$ cat src/rtl/instr_word_encoder_if.sv
// Descriptor stream into the instruction encoder: one operation descriptor per
// valid/ready handshake, plus the seal request that terminates a program.
interface instr_word_encoder_if;
    logic        in_valid;
    logic        in_ready;
    logic        seal;
    logic [3:0]  op;
    logic [4:0]  rd;
    logic [4:0]  rs1;
    logic [4:0]  rs2;
    logic [11:0] imm;

    modport master (
        output in_valid, seal, op, rd, rs1, rs2, imm,
        input  in_ready
    );

    modport slave (
        input  in_valid, seal, op, rd, rs1, rs2, imm,
        output in_ready
    );
endinterface

$ cat src/rtl/instr_word_encoder.sv
// Encodes RV32 operation descriptors into instruction words and streams them to
// instruction memory at consecutive word addresses, closing the program with a NOP.
module instr_word_encoder #(
    parameter int unsigned        ADDR_W    = 32,
    parameter logic [ADDR_W-1:0]  BASE_ADDR = '0,
    parameter int unsigned        DEPTH     = 64,
    localparam int unsigned       CW        = $clog2(DEPTH) + 1
) (
    input  logic                   clk,
    input  logic                   reset,
    input  logic                   restart,
    instr_word_encoder_if.slave    desc,
    output logic                   imem_we,
    output logic [ADDR_W-1:0]      imem_addr,
    output logic [31:0]            imem_wdata,
    output logic [CW-1:0]          count,
    output logic [7:0]             err_count,
    output logic                   error,
    output logic                   done
);

    localparam logic [31:0] Nop = 32'h0000_0013;

    typedef enum logic [0:0] {StLoad, StDone} state_e;

    state_e              state_q, state_d;
    logic [ADDR_W-1:0]   wptr_q, wptr_d;
    logic [CW-1:0]       count_q, count_d;
    logic [7:0]          err_q, err_d;
    logic                error_q, error_d;
    logic                we_q, we_d;
    logic [ADDR_W-1:0]   addr_q, addr_d;
    logic [31:0]         wdata_q, wdata_d;

    logic                legal;
    logic [31:0]         enc;
    logic                accept;

    // Encoder: only the opcode/funct3/funct7 combinations the decoder accepts.
    always_comb begin
        legal = 1'b1;
        enc   = 32'h0;
        case (desc.op)
            4'd0: enc = {7'b0000000, desc.rs2, desc.rs1, 3'b000, desc.rd, 7'b0110011};
            4'd1: enc = {7'b0100000, desc.rs2, desc.rs1, 3'b000, desc.rd, 7'b0110011};
            4'd2: enc = {7'b0000000, desc.rs2, desc.rs1, 3'b111, desc.rd, 7'b0110011};
            4'd3: enc = {7'b0000000, desc.rs2, desc.rs1, 3'b110, desc.rd, 7'b0110011};
            4'd4: enc = {7'b0000001, desc.rs2, desc.rs1, 3'b000, desc.rd, 7'b0110011};
            4'd5: enc = {desc.imm, desc.rs1, 3'b000, desc.rd, 7'b0010011};
            4'd6: begin
                legal = (desc.imm[11:5] == 7'b0);
                enc   = {7'b0000000, desc.imm[4:0], desc.rs1, 3'b001, desc.rd, 7'b0010011};
            end
            4'd7: enc = {desc.imm, desc.rs1, 3'b010, desc.rd, 7'b0000011};
            4'd8: enc = {desc.imm[11:5], desc.rs2, desc.rs1, 3'b010, desc.imm[4:0], 7'b0100011};
            default: legal = 1'b0;
        endcase
    end

    assign desc.in_ready = (state_q == StLoad) && (count_q < CW'(DEPTH - 1))
                           && !desc.seal && !restart;
    assign accept = desc.in_valid && desc.in_ready;

    always_comb begin
        state_d = state_q;
        wptr_d  = wptr_q;
        count_d = count_q;
        err_d   = err_q;
        error_d = error_q;
        we_d    = 1'b0;
        addr_d  = addr_q;
        wdata_d = wdata_q;
        if (restart) begin
            state_d = StLoad;
            wptr_d  = BASE_ADDR;
            count_d = '0;
            err_d   = '0;
            error_d = 1'b0;
        end else if (state_q == StLoad) begin
            if (desc.seal) begin
                we_d    = 1'b1;
                addr_d  = wptr_q;
                wdata_d = Nop;
                state_d = StDone;
            end else if (accept) begin
                if (legal) begin
                    we_d    = 1'b1;
                    addr_d  = wptr_q;
                    wdata_d = enc;
                    wptr_d  = wptr_q + ADDR_W'(4);
                    count_d = count_q + CW'(1);
                end else begin
                    err_d   = (err_q == 8'hFF) ? err_q : err_q + 8'd1;
                    error_d = 1'b1;
                end
            end
        end
    end

    always_ff @(posedge clk) begin
        if (reset) begin
            state_q <= StLoad;
            wptr_q  <= BASE_ADDR;
            count_q <= '0;
            err_q   <= '0;
            error_q <= 1'b0;
            we_q    <= 1'b0;
            addr_q  <= BASE_ADDR;
            wdata_q <= '0;
        end else begin
            state_q <= state_d;
            wptr_q  <= wptr_d;
            count_q <= count_d;
            err_q   <= err_d;
            error_q <= error_d;
            we_q    <= we_d;
            addr_q  <= addr_d;
            wdata_q <= wdata_d;
        end
    end

    assign imem_we    = we_q;
    assign imem_addr  = addr_q;
    assign imem_wdata = wdata_q;
    assign count      = count_q;
    assign err_count  = err_q;
    assign error      = error_q;
    assign done       = (state_q == StDone);

endmodule

$ cat src/flat_wrapper.sv
// flat-port wrapper written by rule: the top's interface ports become plain ports
module instr_word_encoder_flat 
#(
    parameter int unsigned        ADDR_W    = 32,
    parameter logic [ADDR_W-1:0]  BASE_ADDR = '0,
    parameter int unsigned        DEPTH     = 64,
    localparam int unsigned       CW        = $clog2(DEPTH) + 1
)
  (clk, reset, restart, imem_we, imem_addr, imem_wdata, count, err_count, error, done, desc_in_valid, desc_seal, desc_op, desc_rd, desc_rs1, desc_rs2, desc_imm, desc_in_ready);
  instr_word_encoder_if desc_i ();
  input  logic clk;
  input  logic reset;
  input  logic restart;
  output logic imem_we;
  output logic [ADDR_W-1:0] imem_addr;
  output logic [31:0] imem_wdata;
  output logic [CW-1:0] count;
  output logic [7:0] err_count;
  output logic error;
  output logic done;
  input wire logic [$bits(desc_i.in_valid)-1:0] desc_in_valid;
  input wire logic [$bits(desc_i.seal)-1:0] desc_seal;
  input wire logic [$bits(desc_i.op)-1:0] desc_op;
  input wire logic [$bits(desc_i.rd)-1:0] desc_rd;
  input wire logic [$bits(desc_i.rs1)-1:0] desc_rs1;
  input wire logic [$bits(desc_i.rs2)-1:0] desc_rs2;
  input wire logic [$bits(desc_i.imm)-1:0] desc_imm;
  output wire logic [$bits(desc_i.in_ready)-1:0] desc_in_ready;
  assign desc_i.in_valid = desc_in_valid;
  assign desc_i.seal = desc_seal;
  assign desc_i.op = desc_op;
  assign desc_i.rd = desc_rd;
  assign desc_i.rs1 = desc_rs1;
  assign desc_i.rs2 = desc_rs2;
  assign desc_i.imm = desc_imm;
  assign desc_in_ready = desc_i.in_ready;
  instr_word_encoder #(.ADDR_W(ADDR_W), .BASE_ADDR(BASE_ADDR), .DEPTH(DEPTH)) u_core (.clk(clk), .reset(reset), .restart(restart), .desc(desc_i), .imem_we(imem_we), .imem_addr(imem_addr), .imem_wdata(imem_wdata), .count(count), .err_count(err_count), .error(error), .done(done));
endmodule
$ cat config.mk
export PLATFORM = sky130hd
export DESIGN_NAME = instr_word_encoder_flat
export DESIGN_NICKNAME = d
export VERILOG_FILES = /design/src/rtl/instr_word_encoder_if.sv /design/src/rtl/instr_word_encoder.sv /design/src/flat_wrapper.sv
export SDC_FILE = /design/constraint.sdc
export NUM_CORES = 1
export LEC_CHECK = 0
export BUFFER_PORTS_ARGS = -buffer_cell sky130_fd_sc_hd__buf_2
export CORE_UTILIZATION = 48
export DETAILED_ROUTE_END_ITERATION = 10
export PLACE_DENSITY = 0.87
export SYNTH_ARGS = -nofsm -noshare
export SYNTH_HDL_FRONTEND = slang
export SYNTH_SLANG_ARGS = --single-unit
$ cat constraint.sdc
create_clock -name clk -period 2.1 [get_ports clk]
set_input_delay 0.21 -clock clk [delete_from_list [all_inputs] [get_ports clk]]
set_output_delay 0.21 -clock clk [all_outputs]
set_load 0.1 [all_outputs]
# After elaboration in Yosys (flattened, before gate mapping)
# Cells that the tools add are included.
dict set report classes {
  addsub 3
  n_bitwise 5
  n_reduce_logical 17
  eq_ne 9
  n_lt_le_gt_ge 1
  mux 13
}
# operator count
set op_table {}
lappend op_table {{$pmux W32 S9} 1}
lappend op_table {{$mux W32} 6}
lappend op_table {{$add A32 B3 Y32 const B} 1}
lappend op_table {{$eq A4 B3 Y1 const B} 4}
lappend op_table {{$reduce_and A4 Y1} 3}
lappend op_table {{$add A8 B1 Y8 const B} 1}
lappend op_table {{$eq A4 B2 Y1 const B} 2}
lappend op_table {{$eq A8 B8 Y1 const B} 1}
lappend op_table {{$reduce_or A8 Y1} 1}
lappend op_table {{$add A7 B1 Y7 const B} 1}
lappend op_table {{$logic_not A7 Y1} 1}
lappend op_table {{$lt A7 B6 Y1 const B} 1}
lappend op_table {{$mux W1} 5}
lappend op_table {{$not A1 Y1} 5}
lappend op_table {{$reduce_and A5 Y1} 1}
lappend op_table {{$eq A4 B1 Y1 const B} 1}
lappend op_table {{$eq A4 B4 Y1 const B} 1}
lappend op_table {{$logic_and A1 B1 Y1} 4}
lappend op_table {{$logic_not A4 Y1} 1}
lappend op_table {{$reduce_bool A2 Y1} 2}
lappend op_table {{$reduce_or A3 Y1} 1}
lappend op_table {{$logic_not A1 Y1} 2}
lappend op_table {{$pmux W1 S2} 1}
lappend op_table {{$reduce_or A2 Y1} 1}
dict set report totals {
  elab_cells 56
  output_inout_bits 83
  in_bits 36
  reg_bits 114
}

# Longest topological paths before layout
# Gate-level depths: netlist of run 1.
dict set report logic_depth {
  ltp_word 7
  mapped_depth 8
  depth_no_buf 6
}

# Worst setup path before layout of run 1
# Ideal clock, no wire load.
dict set report synth_timing {
  path_kind {register to register}
  from {register u_core.count_q[2], in the netlist u_core.count[2]}
  to {register u_core.addr_q[15], in the netlist u_core.imem_addr[15]}
  period_less_slack_ns 2.823
  setup_ns 0.071
  t_required_ns 2.029
  path_buffers 2
  t_arrival_ns 2.753
  path_stages_with_launch 8
  path_slack_ns -0.723
  cell_sequence {dfxtp_1 nand4_1 o211a_2 o21ai_1 clkbuf_1 buf_1 nand3_1 a21oi_1}
}
dict set report synth_via {
  elab_chain_len 7
}
# item line
set synth_rtl {}
lappend synth_rtl {{start: declaration} instr_word_encoder.sv:28} ;# logic [CW-1:0] count_q, count_d;
lappend synth_rtl {{start signal: assignment} instr_word_encoder.sv:113} ;# count_q <= count_d;
lappend synth_rtl {{$lt A7 B6 Y1} instr_word_encoder.sv:60} ;# assign desc.in_ready = (state_q == StLoad) && (count_q < CW'(DEPTH - 1))
lappend synth_rtl {{$logic_and A1 B1 Y1} instr_word_encoder.sv:60}
lappend synth_rtl {{$logic_and A1 B1 Y1 (2 in a row)} instr_word_encoder.sv:61} ;# && !desc.seal && !restart;
lappend synth_rtl {{$logic_and A1 B1 Y1} instr_word_encoder.sv:62} ;# assign accept = desc.in_valid && desc.in_ready;
lappend synth_rtl {{$reduce_bool A2 Y1 (no line)} n/a}
lappend synth_rtl {{$reduce_and A4 Y1 (no line)} n/a}
lappend synth_rtl {{end signal: assignment} instr_word_encoder.sv:117} ;# addr_q <= addr_d;
lappend synth_rtl {{end: declaration} instr_word_encoder.sv:32} ;# logic [ADDR_W-1:0] addr_q, addr_d;
# No other way between the ends.
# A chain may end at the register's enable or synchronous reset.

# Worst setup path in the final report of run 1
dict set report layout_timing {
  from {register u_core.count_q[4], in the netlist u_core.count[4]}
  to {register u_core.wdata_q[23], in the netlist u_core.imem_wdata[23]}
}
dict set report layout_via {
  elab_chain_len 7
}
# item line
set layout_rtl {}
lappend layout_rtl {{$lt A7 B6 Y1} instr_word_encoder.sv:60}
lappend layout_rtl {{$logic_and A1 B1 Y1} instr_word_encoder.sv:60}
lappend layout_rtl {{$logic_and A1 B1 Y1 (2 in a row)} instr_word_encoder.sv:61}
lappend layout_rtl {{$logic_and A1 B1 Y1} instr_word_encoder.sv:62}
lappend layout_rtl {{$reduce_bool A2 Y1 (no line)} n/a}
lappend layout_rtl {{$reduce_and A4 Y1 (no line)} n/a}
lappend layout_rtl {{end signal: assignment} instr_word_encoder.sv:118} ;# wdata_q <= wdata_d;
lappend layout_rtl {{end: declaration} instr_word_encoder.sv:33} ;# logic [31:0] wdata_q, wdata_d;
# No other way between the ends.

==> summary.md, run 1 <==
| Metric | Value |
|---|---|
| Status | finished clean |
| Total core area | 0.00928 sq mm |
| Commonest non-fill, non-tap cell in the layout | buf_2 |
| Io pins | 119 |
| RSZ-0062 raised after global routing | no |
| CTS Buffer Depth | 2 |
| Worst endpoint data arrival time | ~2.3 ns |
| Area of the multi-input gates | 0.00234 sq mm |
| Worst slew pin tran | ~0.67 ns |
| Mapped Cells | 529 |
| Vias in the first global route | about 4300 |
| Power Total | 3.63 mW |
| Total gr overflow | 0 |
| # rows | 35 |
| Mean Syn Cell Area | 8.72 sq um |
| Fin Hold WS | roughly 0.036 ns |
| Synthesized flop and latch total | 106 |
| Share of the synthesized area in the top cell type | between 40% and 50% |
| Chip height | 100 um |
| Clk slew on worst S/H paths | about 0.1 ns |
| Max Slew Vio Count | 0 |
| Post-DP Area | 0.00557 sq mm |
| Max VDD drop | 301 uV |
| Total GRT Usage | 25.8% |
| Drt wl/cell | 15.8 um |
| Sequential cell area fraction in the yosys report | 46.0% |
| Fmax | approximately 0.50 GHz |
| First-pass GRT wire length | 20700 um |
| WS Path Type | flop to flop |
| Clock Tree Root | clkbuf_8 |
| DRT Pass-1 Iters | 6 |
| Max transition margin | approximately 55% |
| Post-Route WL | 12600 um |
| TritonCTS Sinks | between 100 and 150 |
| Clock Skew | 0.0146 ns |
| Worst hold path class | input pin to flop |
| Placer Congestion | 0.935 |
| DRC | 0 |
| Final count of hold timing violations | 0 |
| Die Width | between 100 and 150 um |
| WP data required | around 2.4 ns |
| Max cap viols | 0 |
| Post-synth EDFFs | 0 |
| Power per cell area | 627 mW/mm^2 |
| DR vias | around 4700 |
| Netlist cell types | 54 |
| Area grow syn2layout | 25.5% |
| Final min period | 2.00 ns |
| Post-Synthesis Cell Area | 0.00461 sq mm |
| Initial Utilization | 49.7% |
| Pin count of the biggest net entering global routing | 33 |
| Worst skew pair latency | 0.38 ns |
| Vias/cell | 5.90 |
| Fillers | 762 |
| Sequential Area | 0.00215 sq mm |
| H-tree depth | 3 |
| Area of the die | 0.0100 sq mm |
| Share of layout cells above drive strength 1 | 30.0% |
| Net count, final | 701 |
| Crit end category | flop |
| CTS tree | built |
| ANT cells | 0 |
| Post-Place Setup Slack | -0.184 ns |
| Final Worst Setup Slack | between 0.1 and 0.15 ns |
| Port Buffers | around 110 |
| Synth warn | 0 |
| Post-route ant nets | 0 |
| Commonest cells after routing, fill and taps aside | buf_2, dfxtp_1, a21oi_1 |
| Ranking of synthesized cells by area | dfxtp_1, a21oi_1, nand3_1, o21ai_0, a22o_1 |
| Final HPWL DP | roughly 9200 um |
| CP max FO | 14 |
| Synth area leader | dfxtp_1 |
| CP Launch Type | flop |
| Asr flop ratio synth | 0% |
| Initial DRC Count | 294 |
| Ratio of final minimum period to clock period | 95.0% |
| TritonCTS buffer count | 9 |
| Static leakage | roughly 2.2 nW |
| Ys flop type | dfxtp_1 |
| # setup viols final | 0 |
| Initial antenna violation count | 0 |
| Design Area, Final | 0.00578 sq mm |
## cells by family after synthesis
group                    share of synthesized area [%]
AND/OR/NAND/NOR                                   18.9
flip-flops                                        46.0
XOR/XNOR                                          1.33
adder cells (fa/ha/maj)                          0.814
buffers and inverters                             4.61
other                                           0.0813
AO/OA/AOI/OAI                                     28.2
## critical path: stages (launching register included)
cell	delay, ns
dfxtp_4	0.38
nand4_1	0.22
o211ai_2	0.33
a21oi_4	0.07
nor3_4	0.58
buf_12	0.22
o2bb2ai_1	0.13
## through the flow
| step | std cells | setup TNS, ns | utilization, % |
|---|---|---|---|
| 2_1_floorplan | 533 | -0.286 | - |
| 3_3_place_gp | 779 | -1.22 | 60.0 |
| 3_5_place_dp | 779 | -3.10 | 60.0 |
| 4_1_cts | 794 | 0 | 62.0 |
| 5_1_grt | 795 | 0 | 62.3 |
| 6_report | 795 | 0 | 62.3 |
## cell usage after synthesis (all sizes together) (10+ instances only)
| library cell | instances |
|---|---|
| o21ai | 52 |
| nand2 | 26 |
| o2bb2ai | 13 |
| o31ai | 10 |
| a22o | 13 |
| nand3 | 49 |
| or3 | 17 |
| buf | 16 |
| dfxtp | 106 |
| nor2 | 20 |
| a21oi | 72 |
| or4 | 11 |
| clkbuf | 27 |
## final timing paths
check | from | to | slack, ns | cells after the start
worst max register to register | u_core.count[4]$_SDFFE_PP0P_ | u_core.imem_wdata[23]$_SDFFE_PP0P_ | 0.10 | 6
worst min-delay path | desc_rs1[2] | u_core.imem_wdata[17]$_SDFFE_PP0P_ | 0.04 | 2
worst max-delay path | u_core.count[4]$_SDFFE_PP0P_ | u_core.imem_wdata[23]$_SDFFE_PP0P_ | 0.10 | 6
worst min register to register | u_core.imem_wdata[13]$_SDFFE_PP0P_ | u_core.imem_wdata[13]$_SDFFE_PP0P_ | 0.46 | 1
## area by class of cell
class / instances / area share [%]
repair buffers: 161 / 16.2
clock inverters: 2 / 0.216
clock buffers: 13 / 2.77
inverters: 6 / 0.389
flip-flops and latches: 106 / 37.2
well taps: 129 / 2.79
multi-input cells: 378 / 40.4
## power breakdown
group | switching [mW] | internal (mW)
Combinational | 0.322 | 0.111
Clock | 0.673 | 0.498
Sequential | 0.00874 | 2.01
Total | 1.00 | 2.62
## what timing repair did
item	CTS	global route
buffers inserted	0	1
resized for setup	1	3
setup endpoints to repair	13	16
hold buffers	0	0
cloned	0	0
endpoints found under the hold margin	0	0
## registers in the layout, summed over array words and instances (netlist names)
signal and cells:
u_core.imem_we 1, u_core.done 1, u_core.imem_addr 30, u_core.count 7, u_core.err_count 8, u_core.error 1, u_core.imem_wdata 28, u_core.wptr_q 30
## metal layers
metal  wire length [um]  track usage (%)  share of wire, %
met3                661             3.76               5.2
met4                419             13.4               3.3
met5                  0                0                 0
met1               5300             32.3                42
met2               6220             43.2                49
No activity file was read; power rests on OpenSTA's default activity.
==> run 2: changes to the inputs <==
--- a/config.mk
+++ b/config.mk
@@ -9,6 +9,7 @@
 export CORE_UTILIZATION = 48
 export DETAILED_ROUTE_END_ITERATION = 10
 export PLACE_DENSITY = 0.87
+export SETUP_SLACK_MARGIN = 0.4
 export SYNTH_ARGS = -nofsm -noshare
 export SYNTH_HDL_FRONTEND = slang
 export SYNTH_SLANG_ARGS = --single-unit
==> run 2 against run 1 <==
Register-to-register slack improved by 0.05 ns. Die area did not move. Final cell count rose by 3.6%.
==> summary.md, run 2 (same netlist as run 1, synthesis figures left out) <==
| Metric | Value |
|---|---|
| Status | finished clean |
| Area grow syn2layout | 41.2% |
| Final count of hold timing violations | 0 (unchanged) |
| Power per cell area | 582 mW/mm^2 (-7.2%) |
| Worst slew pin tran | 0.699 ns (+0.0334 ns) |
| Clock Skew | 0.00628 ns (-0.00830 ns) |
| Slowest CP cell | or4_4 |
| Power Total | 3.79 mW (+4.4%) |
| Clk slew on worst S/H paths | 0.10 ns (about the same) |
| Initial antenna violation count | 0 (unchanged) |
| Die Width | 100 um (unchanged) |
| Drt wl/cell | 20.8 um (+31%) |
| CP top delay family | simple AND/OR/NAND/NOR gates |
| Initial Utilization | 49.7% (unchanged) |
| WP data required | 2.43 ns (+0.04 ns) |
| Combinational power share | 14.2% (+2.3 points) |
| Final HPWL DP | 8850 um (-4.0%) |
| Vias in the first global route | 4764 (+10%) |
| Worst hold path class | input pin to flop |
| # setup viols final | 0 (unchanged) |
| Post-route ant nets | 0 (unchanged) |
| Placer Congestion | 0.856 (-8.4%) |
| Share of layout cells above drive strength 1 | 41.6% (+12 points) |
| Total gr overflow | 0 (unchanged) |
| Worst Path Buf+Inv | 2 (+1) |
| CTS tree | built |
| Max Slew Vio Count | 0 (unchanged) |
| Dpl cells | 768 (-1.4%) |
| Crit end category | flop |
| Sequential Area | 0.00219 sq mm (+1.7%) |
| Io pins | 119 (unchanged) |
| Sw frac | 29.7% (+2.0 points) |
| Met1 Use GR | 36.3% (+4.0 points) |
| Commonest cells after routing, fill and taps aside | buf_2, dfxtp_1, a21oi_1 |
| Met3 GRT Util | 5.08% (+1.3 points) |
| Crit path top cell by count | buf_4 |
| Static leakage | 2.50 nW (+11%) |
| TritonCTS Sinks | 106 (unchanged) |
| Met2 usage | 47.1% (+3.9 points) |
| Fin cells | 824 (+3.6%) |
| Ratio of final minimum period to clock period | 92.6% (-2.4 points) |
| Chip height | 100 um (unchanged) |
| Vias/cell | 6.54 (+11%) |
| Design Area, Final | 0.00651 sq mm (+13%) |
| CP Launch Type | flop |
| Post-DP Area | 0.00558 sq mm (+0.13%) |
| WS Path Type | flop to flop |
| Area of the multi-input gates | 0.00267 sq mm (+14%) |
| ANT cells | 0 (unchanged) |
| TritonCTS buffer count | 9 (unchanged) |
| Fillers | 629 (-17%) |
| Area of the die | 0.0100 sq mm (unchanged) |
| Fin Hold WS | 0.0367 ns (+0.00116 ns) |
| Post-Route WL | 17200 um (+36%) |
| Pin count of the biggest net entering global routing | 35 (+6.1%) |
| DRC | 0 (unchanged) |
| Total GRT Usage | 28.8% (+3.1 points) |
| DRT Pass-1 Iters | 6 (unchanged) |
| Post-Place Setup Slack | -0.126 ns (+0.0586 ns) |
| Net count, final | 729 (+4.0%) |
| Max cap viols | 0 (unchanged) |
| Clock Power Share | 32.5% (+0.2 points) |
| Clock Tree Root | clkbuf_8 |
| Cell chain of the critical path | nor4_4 > buf_4 > o211a_4 > buf_4 > o21ai_4 > or4_4 > nand2_1 |
| RSZ-0062 raised after global routing | yes |
| Gr busiest metal | met2 |
| Port Buffers | 113 (unchanged) |
| Levels on crit path | 7 (+1) |
| DR vias | 5386 (+15%) |
| Flop pwr share | 53.2% (-2.6 points) |
| Commonest non-fill, non-tap cell in the layout | buf_2 |
| Reg2Reg Depth | 7 (+1) |
| Psw | 1.12 mW (+12%) |
| Post-CTS Hold Buffers | 0 (unchanged) |
| H-tree depth | 3 (unchanged) |
| Hold Path Depth | 2 (unchanged) |
| Worst endpoint data arrival time | 2.27 ns (-0.02 ns) |
| R2R Setup Slk | 0.15 ns (+0.05 ns) |
| CTS Buffer Depth | 2 (unchanged) |
| Initial DRC Count | 649 (+120%) |
| First-pass GRT wire length | 22900 um (+10%) |
| CP max FO | 12 (-2) |
| Final min period | 1.95 ns (-0.0503 ns) |
| Worst skew pair latency | 0.38 ns (about the same) |
| Biggest cell delay along the critical path | 0.54 ns (-0.04 ns) |
| Total core area | 0.00928 sq mm (unchanged) |
| Max VDD drop | 323 uV (+7.0%) |
| Pint | 2.66 mW (+1.6%) |
| Max transition margin | 53.4% (-1.9 points) |
| Final Worst Setup Slack | 0.155 ns (+0.0503 ns) |
| Fmax | 0.514 GHz (+2.6%) |
| # rows | 35 (unchanged) |
run 2: changes by cell type in the layout (fill, tap and decap cells not counted), sizes merged:
cell | before | now
nand3 | 49 | 50
clkinvlp | 1 | 0
clkbuf | 13 | 16
nor3 | 8 | 9
clkinv | 1 | 2
buf | 161 | 184
inv | 6 | 7
run 2: layer usage:
layer  up-vias  part of all wire (%)
li1       2304                     -
met1      2559                    38
met2       412                    47
met3       111                   9.3
met4         0                   5.6
met5         -                     0
run 2: path summary, 6_finish.rpt:
| check | start | to |
|---|---|---|
| min reg2reg | u_core.imem_addr[17]$_SDFFE_PP0P_ | u_core.imem_addr[17]$_SDFFE_PP0P_ |
| min | desc_rs1[1] | u_core.imem_wdata[16]$_SDFFE_PP0P_ |
| max | u_core.done$_SDFF_PP0_ | u_core.wptr_q[4]$_SDFFE_PP0P_ |
| max reg2reg | u_core.done$_SDFF_PP0_ | u_core.wptr_q[4]$_SDFFE_PP0P_ |
run 2: metrics by stage:
stage          utilization [%]  TNS [ns]
6_report                  70.1         0
5_1_grt                   70.1         0
4_1_cts                   65.1         0
3_5_place_dp              60.1    -0.613
3_3_place_gp              60.1   -0.0130
2_1_floorplan                -         0
run 2: power groups by stage:
stage | clock (mW) | sequential [mW] | combinational, mW
floorplan | 0 | 2.16 | 0.237
global placement | 0 | 2.06 | 0.404
detailed placement | 0 | 2.06 | 0.414
CTS | 1.20 | 2.02 | 0.455
global route | 1.31 | 2.02 | 0.554
finish | 1.23 | 2.02 | 0.540
run 2: timing repair:
item / CTS / global route
setup endpoints to repair: 92 / 101
gates cloned: 2 / 5
buffers inserted: 17 / 16
gates resized for setup: 33 / 53
pin swaps: 15 / 20
run 2: final cells by class:
cell class / instances / area share (%)
Clock buffer: 13 / 2.44
Clock inverter: 3 / 0.346
Inverter: 6 / 0.346
Multi-Input combinational cell: 380 / 40.9
Sequential cell: 106 / 33.6
Tap cell: 129 / 2.48
Timing Repair Buffer: 187 / 19.9
==> run 3: changes to the inputs <==
==> constraint.sdc (replaced) <==
create_clock -name clk -period 2.1 [get_ports clk]
set_input_delay 0.21 -clock clk [delete_from_list [all_inputs] [get_ports clk]]
set_output_delay 0.21 -clock clk [all_outputs]
set_load 0.05 [all_outputs]
==> run 3 against run 2 <==
The flow now finishes with violations (negative setup slack). Critical path depth unchanged. Routed wire length up 4.5%. Fmax down 9.3%. Combinational power down 13%. Setup slack worse by 0.20 ns. Highest routed layer unchanged. Total power down 0.53%. Clock skew up 0.016 ns. Register-to-register slack worse by 0.20 ns. Global-route usage up 0.78 points. Sequential power about the same. Die area unchanged. First-iteration DRC count up 4.6%.
==> summary.md, run 3 (same netlist as run 1, synthesis figures left out) <==
| Metric | Value |
|---|---|
| Status | finished with violations |
| First-pass GRT wire length | 23500 um (+2.8%) |
| Clk slew on worst S/H paths | 0.11 ns (about the same) |
| Share of layout cells above drive strength 1 | 44.5% (+2.9 points) |
| Total gr overflow | 0 (unchanged) |
| Commonest non-fill, non-tap cell in the layout | buf_2 |
| Post-Route WL | 17900 um (+4.5%) |
| CP Launch Type | flop |
| Clock Skew | 0.0226 ns (+0.0163 ns) |
| Commonest cells after routing, fill and taps aside | buf_2, dfxtp_1, buf_4 |
| DRT Pass-1 Iters | 7 (+1) |
| Post-DP Area | 0.00552 sq mm (-1.1%) |
| Initial DRC Count | 679 (+4.6%) |
| Post-CTS Hold Buffers | 0 (unchanged) |
| DRC | 0 (unchanged) |
| Crit end category | flop |
| Fmax | 0.466 GHz (-9.3%) |
| Worst Path Buf+Inv | 2 (unchanged) |
| Fin cells | 841 (+2.1%) |
| Power per cell area | 560 mW/mm^2 (-3.7%) |
| Vias in the first global route | 4928 (+3.4%) |
| # setup viols final | 1 (+1) |
| CP top delay family | compound AO/OA/AOI/OAI gates |
| Max Slew Vio Count | 0 (unchanged) |
| WS Path Type | flop to flop |
| Final min period | 2.14 ns (+0.199 ns) |
| Max VDD drop | 525 uV (+63%) |
| Biggest cell delay along the critical path | 0.39 ns (-0.15 ns) |
| Placer Congestion | 0.849 (-0.78%) |
| Area of the die | 0.0100 sq mm (unchanged) |
| Worst slew pin tran | 0.692 ns (-0.00758 ns) |
| Total GRT Usage | 29.6% (+0.78 points) |
| Final HPWL DP | 8780 um (-0.82%) |
| Area grow syn2layout | 45.8% |
| Initial Utilization | 49.7% (unchanged) |
| Static leakage | 2.61 nW (+4.1%) |
| Drt wl/cell | 21.3 um (+2.4%) |
| Final count of hold timing violations | 0 (unchanged) |
| Failing checks | negative setup slack |
| Max transition margin | 53.7% (+0.34 points) |
| Total core area | 0.00928 sq mm (unchanged) |
| Fin Hold WS | 0.0272 ns (-0.00948 ns) |
| Vias/cell | 6.50 (-0.62%) |
| Worst hold path class | input pin to flop |
| Io pins | 119 (unchanged) |
| Cell chain of the critical path | nor4_4 > buf_4 > o211ai_4 > buf_6 > a2111oi_4 > a31oi_1 > a41o_1 |
| Initial antenna violation count | 0 (unchanged) |
| WP data required | 2.37 ns (-0.06 ns) |
| CP max FO | 5 (-7) |
| Net count, final | 746 (+2.3%) |
| Ratio of final minimum period to clock period | 102% (+9.5 points) |
| ANT cells | 0 (unchanged) |
| TritonCTS Sinks | 106 (unchanged) |
| Chip height | 100 um (unchanged) |
| TritonCTS buffer count | 9 (unchanged) |
| H-tree depth | 3 (unchanged) |
| Dpl cells | 762 (-0.78%) |
| Power Total | 3.77 mW (-0.53%) |
| Port Buffers | 113 (unchanged) |
| Clock Tree Root | clkbuf_8 |
| CTS Buffer Depth | 2 (unchanged) |
| Worst skew pair latency | 0.39 ns (about the same) |
| Final Worst Setup Slack | -0.0447 ns (-0.199 ns) |
| Post-route ant nets | 0 (unchanged) |
| Pin count of the biggest net entering global routing | 33 (-5.7%) |
| Die Width | 100 um (unchanged) |
| Design Area, Final | 0.00672 sq mm (+3.3%) |
| RSZ-0062 raised after global routing | yes |
| CTS tree | built |
| Max cap viols | 0 (unchanged) |
| # rows | 35 (unchanged) |
| Worst endpoint data arrival time | 2.42 ns (+0.15 ns) |
| Slowest CP cell | a2111oi_4 |
| DR vias | 5463 (+1.4%) |
## run 3: changes by cell type in the layout (fill, tap and decap cells not counted), moves of 6 or more
cell       change
a21oi_1        -7
a21oi_2        +7
buf_4         +11
o21ai_0       -11
o21ai_2        +8
o2bb2ai_1      +6
## run 3: path summary, 6_finish.rpt
path	startpoint	slack, ns	cells after the start	end
worst min register to register	u_core.imem_wdata[23]$_SDFFE_PP0P_	0.47	1	u_core.imem_wdata[23]$_SDFFE_PP0P_
worst min-delay path	desc_rs1[2]	0.03	2	u_core.imem_wdata[17]$_SDFFE_PP0P_
worst max-delay path	u_core.count[6]$_SDFFE_PP0P_	-0.04	7	u_core.wptr_q[17]$_SDFFE_PP0P_
worst max register to register	u_core.count[6]$_SDFFE_PP0P_	-0.04	7	u_core.wptr_q[17]$_SDFFE_PP0P_
## run 3: repair_timing
item	4_1_cts	5_1_grt
resized for setup	56	65
pin swaps	24	37
buffers inserted	29	24
endpoints found under the setup margin	97	100
cloned	5	5
## run 3: report_power, final
part	switching (mW)	internal, mW	total, mW
combinational	0.307	0.165	0.471
sequential	0.00957	2.00	2.01
clock	0.790	0.491	1.28
## run 3: stage by stage
| step | util (%) | setup TNS [ns] | setup slack [ns] |
|---|---|---|---|
| 3_5_place_dp | 59.4 | -0.190 | -0.0531 |
| 6_report | 72.4 | -0.0447 | -0.0447 |
| 5_1_grt | 72.4 | -0.0348 | -0.0348 |
| 2_1_floorplan | - | 0 | 0.173 |
| 4_1_cts | 66.8 | 0 | 0.282 |
| 3_3_place_gp | 59.4 | -0.00526 | -0.00526 |
## run 3: area by class of cell
class / instances / area [sq um]
Sequential cell: 106 / 2190
Multi-Input combinational cell: 381 / 2690
Clock buffer: 10 / 138
Fill cell: 615 / 2560
Timing Repair Buffer: 203 / 1460
Inverter: 6 / 22.5
Clock inverter: 6 / 55.1
Tap cell: 129 / 161
## run 3: worst register-to-register path, stage by stage, from the launching register on
cell       delay, ns
dfxtp_4         0.37
nor4_4          0.32
buf_4           0.20
o211ai_4        0.10
buf_6           0.16
a2111oi_4       0.39
a31oi_1         0.21
a41o_1          0.28
## run 3: layer usage
layer  global-route usage (%)  up-vias  routed length, um  share of wire (%)
met1                     34.6     2545               6630                 37
met2                     50.7      455               8400                 47
met4                     16.7        0               1130                6.3
li1                         -     2333                  -                  -
met5                        0        -                  0                  0
met3                     6.27      130               1790                 10
